File: src/rtl/hilo_muldiv_ctrl.sv
// HI/LO multiply/divide controller: radix-2 shift-add multiply and restoring divide
// over WIDTH iterations, with sign fix-up and the architectural High/Low registers.
module hilo_muldiv_ctrl #(
  parameter int WIDTH = 32
) (
  input  logic             clk,
  input  logic             reset,
  input  logic             start,
  input  logic [5:0]       InstructionOp,
  input  logic [WIDTH-1:0] A,
  input  logic [WIDTH-1:0] B,
  output logic             busy,
  output logic             done,
  output logic             div0,
  output logic [WIDTH-1:0] High,
  output logic [WIDTH-1:0] Low,
  output logic [1:0]       dbg_state
);

  localparam logic [1:0] S_IDLE = 2'd0;
  localparam logic [1:0] S_CALC = 2'd1;
  localparam logic [1:0] S_FIX  = 2'd2;
  localparam logic [1:0] S_DONE = 2'd3;

  localparam logic [5:0] F_MULT  = 6'b011000;
  localparam logic [5:0] F_MULTU = 6'b011001;
  localparam logic [5:0] F_DIV   = 6'b011010;
  localparam logic [5:0] F_DIVU  = 6'b011011;
  localparam logic [5:0] F_MTHI  = 6'b010001;
  localparam logic [5:0] F_MTLO  = 6'b010011;

  localparam int CW = $clog2(WIDTH + 1);

  logic [1:0]         state_q, state_d;
  logic [CW-1:0]      cnt_q, cnt_d;
  logic [2*WIDTH-1:0] acc_q, acc_d;
  logic [WIDTH-1:0]   opnd_q, opnd_d;
  logic [WIDTH-1:0]   hi_q, hi_d;
  logic [WIDTH-1:0]   lo_q, lo_d;
  logic               is_div_q, is_div_d;
  logic               neg_q, neg_d;
  logic               rneg_q, rneg_d;
  logic               div0_q, div0_d;

  logic               op_mul, op_div, op_sgn, op_mthi, op_mtlo, op_valid;
  logic               accept;
  logic [WIDTH-1:0]   a_mag, b_mag;
  logic [WIDTH:0]     mul_sum;
  logic [WIDTH:0]     rem_sh;
  logic [WIDTH-1:0]   rem_diff;
  logic               rem_ge;
  logic [2*WIDTH-1:0] mul_next, div_next, prod_fix;
  logic [WIDTH-1:0]   quo_fix, rem_fix;

  always_comb begin
    op_mul  = 1'b0;
    op_div  = 1'b0;
    op_sgn  = 1'b0;
    op_mthi = 1'b0;
    op_mtlo = 1'b0;
    case (InstructionOp)
      F_MULT:  begin op_mul = 1'b1; op_sgn = 1'b1; end
      F_MULTU: op_mul = 1'b1;
      F_DIV:   begin op_div = 1'b1; op_sgn = 1'b1; end
      F_DIVU:  op_div = 1'b1;
      F_MTHI:  op_mthi = 1'b1;
      F_MTLO:  op_mtlo = 1'b1;
      default: ;
    endcase
    op_valid = op_mul | op_div | op_mthi | op_mtlo;
  end

  assign accept = start && op_valid && (state_q == S_IDLE || state_q == S_DONE);
  assign a_mag  = (op_sgn && A[WIDTH-1]) ? -A : A;
  assign b_mag  = (op_sgn && B[WIDTH-1]) ? -B : B;

  // Multiply step: acc holds {partial_hi, remaining multiplier}; the add carry
  // shifts into the top bit so no product bit is lost.
  assign mul_sum  = {1'b0, acc_q[2*WIDTH-1:WIDTH]} + (acc_q[0] ? {1'b0, opnd_q} : '0);
  assign mul_next = {mul_sum, acc_q[WIDTH-1:1]};

  // Divide step: acc holds {rem, quo}; the shifted remainder needs one extra bit.
  assign rem_sh   = acc_q[2*WIDTH-1:WIDTH-1];
  assign rem_ge   = (rem_sh >= {1'b0, opnd_q});
  assign rem_diff = rem_sh[WIDTH-1:0] - opnd_q;
  assign div_next = {(rem_ge ? rem_diff : rem_sh[WIDTH-1:0]), acc_q[WIDTH-2:0], rem_ge};

  assign prod_fix = neg_q  ? -acc_q : acc_q;
  assign quo_fix  = neg_q  ? -acc_q[WIDTH-1:0] : acc_q[WIDTH-1:0];
  assign rem_fix  = rneg_q ? -acc_q[2*WIDTH-1:WIDTH] : acc_q[2*WIDTH-1:WIDTH];

  always_comb begin
    state_d  = state_q;
    cnt_d    = cnt_q;
    acc_d    = acc_q;
    opnd_d   = opnd_q;
    hi_d     = hi_q;
    lo_d     = lo_q;
    is_div_d = is_div_q;
    neg_d    = neg_q;
    rneg_d   = rneg_q;
    div0_d   = div0_q;
    case (state_q)
      S_CALC: begin
        cnt_d = cnt_q - CW'(1);
        acc_d = is_div_q ? div_next : mul_next;
        if (cnt_d == '0) state_d = S_FIX;
      end
      S_FIX: begin
        if (is_div_q) begin
          hi_d = rem_fix;
          lo_d = quo_fix;
        end else begin
          {hi_d, lo_d} = prod_fix;
        end
        state_d = S_DONE;
      end
      S_DONE:  state_d = S_IDLE;
      default: ;
    endcase
    // A new request overrides the DONE->IDLE return, giving back-to-back issue.
    if (accept) begin
      div0_d = 1'b0;
      if (op_mthi) begin
        hi_d    = A;
        state_d = S_DONE;
      end else if (op_mtlo) begin
        lo_d    = A;
        state_d = S_DONE;
      end else if (op_div && B == '0) begin
        div0_d  = 1'b1;
        state_d = S_DONE;
      end else begin
        is_div_d = op_div;
        neg_d    = op_sgn && (A[WIDTH-1] ^ B[WIDTH-1]);
        rneg_d   = op_sgn && A[WIDTH-1];
        acc_d    = {{WIDTH{1'b0}}, (op_div ? a_mag : b_mag)};
        opnd_d   = op_div ? b_mag : a_mag;
        cnt_d    = CW'(WIDTH);
        state_d  = S_CALC;
      end
    end
  end

  always_ff @(posedge clk) begin
    if (reset) begin
      state_q  <= S_IDLE;
      cnt_q    <= '0;
      acc_q    <= '0;
      opnd_q   <= '0;
      hi_q     <= '0;
      lo_q     <= '0;
      is_div_q <= 1'b0;
      neg_q    <= 1'b0;
      rneg_q   <= 1'b0;
      div0_q   <= 1'b0;
    end else begin
      state_q  <= state_d;
      cnt_q    <= cnt_d;
      acc_q    <= acc_d;
      opnd_q   <= opnd_d;
      hi_q     <= hi_d;
      lo_q     <= lo_d;
      is_div_q <= is_div_d;
      neg_q    <= neg_d;
      rneg_q   <= rneg_d;
      div0_q   <= div0_d;
    end
  end

  assign busy      = (state_q == S_CALC) || (state_q == S_FIX);
  assign done      = (state_q == S_DONE);
  assign div0      = done && div0_q;
  assign High      = hi_q;
  assign Low       = lo_q;
  assign dbg_state = state_q;

endmodule

File: config.mk
export PLATFORM = sky130hd
export DESIGN_NAME = hilo_muldiv_ctrl
export DESIGN_NICKNAME = d
export VERILOG_FILES = /design/src/rtl/hilo_muldiv_ctrl.sv
export SDC_FILE = /design/constraint.sdc
export NUM_CORES = 1
export LEC_CHECK = 0
export ABC_AREA = 0
export BUFFER_PORTS_ARGS = -buffer_cell sky130_fd_sc_hd__buf_2
export CAP_MARGIN = 25
export CORE_MARGIN = 1
export CORE_UTILIZATION = 35
export DETAILED_ROUTE_END_ITERATION = 8
export GPL_ROUTABILITY_DRIVEN = 0
export PLACE_DENSITY = 0.53
export SKIP_LAST_GASP = 1
export SLEW_MARGIN = 20
export SYNTH_ARGS = -nofsm -noshare
export SYNTH_HDL_FRONTEND = slang
export SYNTH_SLANG_ARGS = --single-unit
File: constraint.sdc
create_clock -name clk -period 2.99 [get_ports clk]
set_clock_uncertainty 0.05 [all_clocks]
set_input_delay 0.4485 -clock clk [delete_from_list [all_inputs] [get_ports clk]]
set_output_delay 0.4485 -clock clk [all_outputs]
set_load 0.005 [all_outputs]
==> impl_metrics.csv, run 1 <==
group,metric,value,unit
cts,cts_tree,"built",
yosys,synth_top_area_share,22.9,%
yosys,ys.flop_type,"dfxtp_1",
timing,worst_pin_slew,0.942,ns
setup_path,critPathCaptureType,"flop",
timing,setup_ws,-0.0377,ns
placement,dp_hpwl,49400,µm
yosys,post_synth_instance_area,15100,µm²
timing,clock.fmax,330,MHz
yosys,synth.distinct_cells,82,
yosys,ys_top_cells_by_count,"nand2_1, nor2_1, a21oi_1",
cts,cts_buffers,17,
yosys,async_flop_share,0,%
finish,drive_above_1_share,25.5,%
setup_path,cp_slowest_cell,"dfxtp_1",
floorplanning,die_w,209,µm
route,vias,17238,
setup_path,cp_slowest_stage_delay,0.38,ns
floorplanning,fp.dieH,209,µm
setup_path,crit_buf_inv,5,
timing,final.period_utilization,101,%
yosys,yosys_warnings,0,
placement,io_buffers,141,
grt,grt_max_degree,103,
setup_path,cp-start-kind,"flop",
grt,grt.busiest_layer,"met2",
cts,clk_pin_slew,0.08,ns
route,firstDrtPassIters,5,
route,post_drt_wl_per_cell,21.5,µm
setup_path,cp_max_fo,9,
finish,area_growth,29.6,%
finish,final_core_util,46.2,%
grt,grtUsageMet3,4.65,%
yosys,syn_avg_cell_area,7.24,µm²
route,drc,0,
floorplanning,coreArea,42200,µm²
yosys,syn_nets,2231,
route,ant_nets,0,
timing,drv_slew,0,
yosys,ys_top_cells_by_area,"dfxtp_1, a21oi_1, ha_1",
placement,dp_cells,2905,
route,drt_wl_total,63700,µm
yosys,synth_edf_count,0,
timing,whs,0.247,ns
grt,gr-total-overflow,0,
setup_path,cpMostUsedCell,"buf_4",
floorplanning,initial_core_util,35.7,%
cts,htreeDepth,4,
finish,diodes,0,
setup_path,arrival,3.30,ns
floorplanning,rows,75,
cts,insertion_delay,0.47,ns
power,power_density,758,nW/µm²
setup_path,worstSetupPathType,"flop to flop",
finish,final_nets,2558,
grt,antenna_found_initial,2,
timing,setup_viol,5,
grt,grtUsageMet2,43.2,%
setup_path,cp.required,3.26,ns
timing,tns,-0.127,ns
power,power,14.8,mW
power,vdd_ir_drop_max,0.664,mV
run,maxCapViolCount,0,
route,via_per_inst,5.83,
yosys,yosys.area.top_type,"dfxtp_1",
run_status,violations,"negative setup slack",
cts,clockBufferDepth,2,
cts,root_buffer,"clkbuf_16",
grt,grt_usage,28.2,%
floorplanning,pin_count,142,
timing,hold_viol_final,0,
timing,relSlewSlack,37.2,%
setup_path,path_delay_family,"compound AO/OA/AOI/OAI gates",
finish,finalNonFillerCells,2959,
setup_path,cp_cell_sequence,"inv_1 > ha_1 > buf_4 > a21oi_1 > o31ai_2 > o22ai_2 > a31oi_4 > buf_4 > o211ai_1 > nand2_2 > buf_12 > buf_4 > o211a_4 > o31ai_4 > a211oi_1",
yosys,ys_seq_area_share,22.9,%
timing,min_period,3.03,ns
yosys,ys_ff_latch,172,
run_status,status,"complete, but fails checks",
yosys,synth_cells,2082,
cts,cts.sinks,172,
grt,grtUsageMet1,39.3,%
grt,grt_pass1_vias,15601,
route,drt_iter0_drc,1658,
timing,rsz0062_at_grt,"true",
grt,grt_pass1_wl,94600,µm
floorplanning,dieArea,43900,µm²
yosys,post-synth-top-count-cell,"nand2_1",
hold_path,hold_class,"input pin to flop",
power,leakagePower,8.06,nW
-- cell type report --
| type | instances | area [µm²] |
|---|---|---|
| timing repair buffer | 450 | 3180 |
| sequential | 172 | 3450 |
| clock inverter | 12 | 140 |
| clock buffer | 18 | 429 |
| fill | 4261 | 22700 |
| tap | 539 | 674 |
| multi-input combinational | 1698 | 11400 |
| inverter | 70 | 270 |
-- placed cells by master (no fill, tap or decap), types with 61 or more instances in the layout --
| cell type | instances |
|---|---|
| buf_4 | 293 |
| nand2_1 | 239 |
| nor2_1 | 226 |
| a21oi_1 | 202 |
| dfxtp_1 | 166 |
| buf_2 | 140 |
| o21ai_0 | 106 |
| xor2_1 | 92 |
| xnor2_1 | 83 |
| o211ai_1 | 75 |
| a211oi_1 | 64 |
| ha_1 | 61 |
-- worst paths after layout --
| path | start | cells after the start | slack [ns] | endpoint |
|---|---|---|---|---|
| worst max-delay path | opnd_q[8] | 15 | -0.04 | acc_q[57] |
| worst min-delay path | A[28] | 3 | 0.25 | Low[28] |
| worst max register to register | opnd_q[8] | 15 | -0.04 | acc_q[57] |
| worst min register to register | opnd_q[5] | 2 | 0.40 | opnd_q[5] |
-- tightest hold or removal path, delay by kind of cell --
family	cells	cell delay [ns]
AOI/OAI and AO/OA	1	0.07
buffers and inverters	1	0.13
and+or+nand+nor	1	0.07
-- kinds of logic after synthesis --
family,after synthesis,share of synthesized area [%]
AND/OR/NAND/NOR,711,22.2
AO/OA/AOI/OAI,677,28.8
multiplexers,59,3.99
buffers and inverters,212,5.63
flip-flops,172,22.9
adder cells (fa/ha/maj),76,6.41
XOR/XNOR,175,10.2
-- routing by layer --
layer  up-vias  routed length [µm]  share of wire (%)
li1       8219                   -                  -
met1      8165               29000                 45
met2       733               27800                 44
met3       117                4700                7.4
met4         4                2230                3.5
met5         -                  23              0.036
-- stage by stage --
step | worst slack (ns) | area (µm²)
finish | -0.0377 | 19500
global route | -0.153 | 19500
CTS | -0.0368 | 19100
detailed placement | -0.220 | 18100
global placement | -0.194 | 18100
floorplan | 0.0183 | 15100
-- flip-flops by register name (all words and copies together) (netlist names) --
name,count
opnd_q,32
dbg_state,2
neg_q,1
Low,32
rneg_q,1
acc_q,64
is_div_q,1
div0_q,1
cnt_q,6
High,32
-- report_power, final --
group | total [mW] | switching, mW | internal (mW)
combinational | 9.46 | 5.14 | 4.33
clock | 2.32 | 1.09 | 1.23
sequential | 3.01 | 0.336 | 2.67
-- what timing repair did --
action | in CTS | in global routing
resized for setup | 67 | 65
hold buffers | 0 | 0
cloned | 1 | 1
buffers inserted | 11 | 11
setup endpoints to repair | 30 | 39
pin swaps | 41 | 34
Note: power is estimated with default switching activity, not from simulation.
==> run 2, diff against run 1 <==
--- a/config.mk
+++ b/config.mk
@@ -13,6 +13,7 @@
 export DETAILED_ROUTE_END_ITERATION = 8
 export GPL_ROUTABILITY_DRIVEN = 0
 export PLACE_DENSITY = 0.53
+export SETUP_SLACK_MARGIN = 0.15
 export SKIP_LAST_GASP = 1
 export SLEW_MARGIN = 20
 export SYNTH_ARGS = -nofsm -noshare
==> impl_metrics.csv, run 2 (synthesis gave the netlist of run 1 again) <==
group,metric,value,unit
power,power,16.4,mW
hold_path,holdPathStages,3,
grt,grt_max_degree,103,
finish,largest_reg_flops,64,
placement,io_buffers,141,
finish,drive_above_1_share,30.8,%
run_status,status,"complete, but fails checks",
setup_path,cp-start-kind,"flop",
cts,htreeDepth,4,
cts,clockBufferDepth,2,
power,internal-power,9.39,mW
route,wl_met3,4460,µm
grt,gr-total-overflow,0,
setup_path,r2r-start,"acc_q[0]",
finish,largest-register,"acc_q",
power,clkPwrFrac,15.6,%
grt,grt_pass1_wl,94300,µm
route,wl_met2,27700,µm
route,via_per_inst,5.77,
route,ant_nets,0,
timing,setup_ws,-0.108,ns
timing,final.period_utilization,104,%
setup_path,critPathCaptureType,"flop",
finish,multi_input_area,12000,µm²
timing,whs,0.253,ns
finish,final_nets,2601,
timing,clock.fmax,323,MHz
cts,insertion_delay,0.47,ns
route,firstDrtPassIters,6,
cts,clk_pin_slew,0.07,ns
setup_path,cp_max_fo,5,
run_status,violations,"negative setup slack",
route,drt_iter0_drc,1719,
cts,cts.sinks,172,
timing,drv_slew,0,
floorplanning,pin_count,142,
setup_path,rrSetupSlack,-0.11,ns
placement,dp_slack,-0.411,ns
setup_path,startpoint,"acc_q[0]",
setup_path,rr_worst_depth,16,
floorplanning,coreArea,42200,µm²
floorplanning,initial_core_util,35.7,%
power,p_sw,7.02,mW
power,power_frac_comb,65.9,%
power,leakagePower,8.49,nW
timing,min_period,3.10,ns
timing,relSlewSlack,44.9,%
timing,setup_viol,8,
setup_path,cp.required,3.29,ns
cts,cts_buffers,17,
route,m1WireLength,29000,µm
timing,rsz0062_at_grt,"true",
setup_path,worstSetupPathType,"flop to flop",
finish,area_growth,37.6,%
setup_path,endpoint,"acc_q[55]",
run,maxCapViolCount,0,
route,post_drt_wl_per_cell,21.4,µm
finish,nFillCells,4098,
grt,grt_usage,28.1,%
floorplanning,rows,75,
grt,grt_pass1_vias,15943,
floorplanning,fp.dieH,209,µm
cts,hold_buffers,0,
finish,diodes,0,
placement,dp_hpwl,49300,µm
floorplanning,dieArea,43900,µm²
grt,antenna_found_initial,1,
finish,final_common_cell,"buf_4",
route,dr.max_layer_used,"met5",
finish,final_cell_mix,"buf_4, nand2_1, nor2_1",
route,vias,17340,
cts,root_buffer,"clkbuf_16",
cts,cts_tree,"built",
route,drc,0,
timing,hold_viol_final,0,
hold_path,hold_class,"input pin to flop",
finish,regArea,3460,µm²
power,pwr-share-seq,18.4,%
power,power_density,792,nW/µm²
setup_path,r2r_end,"acc_q[55]",
power,swShare,42.8,%
route,drt_wl_total,64300,µm
power,vdd_ir_drop_max,0.686,mV
setup_path,arrival,3.39,ns
floorplanning,die_w,209,µm
timing,worst_pin_slew,0.827,ns
==> run 2: repair_timing <==
item                                    CTS  global route
endpoints found under the setup margin   43            56
cloned                                    2             1
buffers inserted                         26            23
resized for setup                       127           160
pin swaps                                60            87
==> run 2: final cells by class <==
| class | count | area share [%] |
|---|---|---|
| multi-input combinational | 1698 | 57.9 |
| tap | 539 | 3.25 |
| sequential | 172 | 16.7 |
| inverter | 70 | 1.29 |
| clock buffer | 20 | 2.20 |
| clock inverter | 12 | 0.881 |
| timing repair buffer | 493 | 17.8 |
==> run 2: worst max-delay path: stages, from the launching register on <==
cell      delay (ns)
dfxtp_4         0.37
inv_6           0.08
buf_12          0.12
buf_12          0.12
nor2_2          0.03
ha_1            0.35
a21o_1          0.24
a21oi_2         0.14
nor2b_2         0.08
o31ai_4         0.32
a31oi_4         0.16
buf_6           0.15
buf_6           0.10
buf_6           0.10
xor2_2          0.14
a222oi_1        0.33
nor2_1          0.08
==> run 2: stage by stage <==
| stage | util, % | TNS, ns | area [µm²] | cells |
|---|---|---|---|---|
| detailed placement | 43.4 | -5.90 | 18300 | 2919 |
| global placement | 43.4 | -5.38 | 18300 | 2919 |
| finish | 49.1 | -0.285 | 20700 | 3004 |
| CTS | 46.8 | -0.0290 | 19800 | 2979 |
| floorplan | - | 0 | 15100 | 2082 |
| global route | 49.1 | -1.79 | 20700 | 3004 |
==> run 2: power groups by stage <==
stage	logic [mW]	clock network, mW	registers [mW]
global route	11.5	2.67	3.07
global placement	8.13	0	3.04
floorplan	4.92	0	3.02
detailed placement	8.18	0	3.04
finish	10.8	2.57	3.03
CTS	9.30	2.60	3.01
==> run 2: worst min path at each step <==
stage / start / endpoint / slack, ns
3_3_place_gp: opnd_q[10] / opnd_q[10] / 0.39
6_report: A[28] / Low[28] / 0.25
3_5_place_dp: opnd_q[28] / opnd_q[28] / 0.40
5_1_grt: A[30] / Low[30] / 0.25
2_1_floorplan: opnd_q[10] / opnd_q[10] / 0.38
4_1_cts: A[28] / Low[28] / 0.23
==> run 2: per-layer routing <==
metal | vias to the layer above | GRT usage (%)
li1 | 8279 | -
met1 | 8214 | 38.7
met2 | 696 | 42.5
met3 | 149 | 4.70
met4 | 2 | 13.7
met5 | - | 0
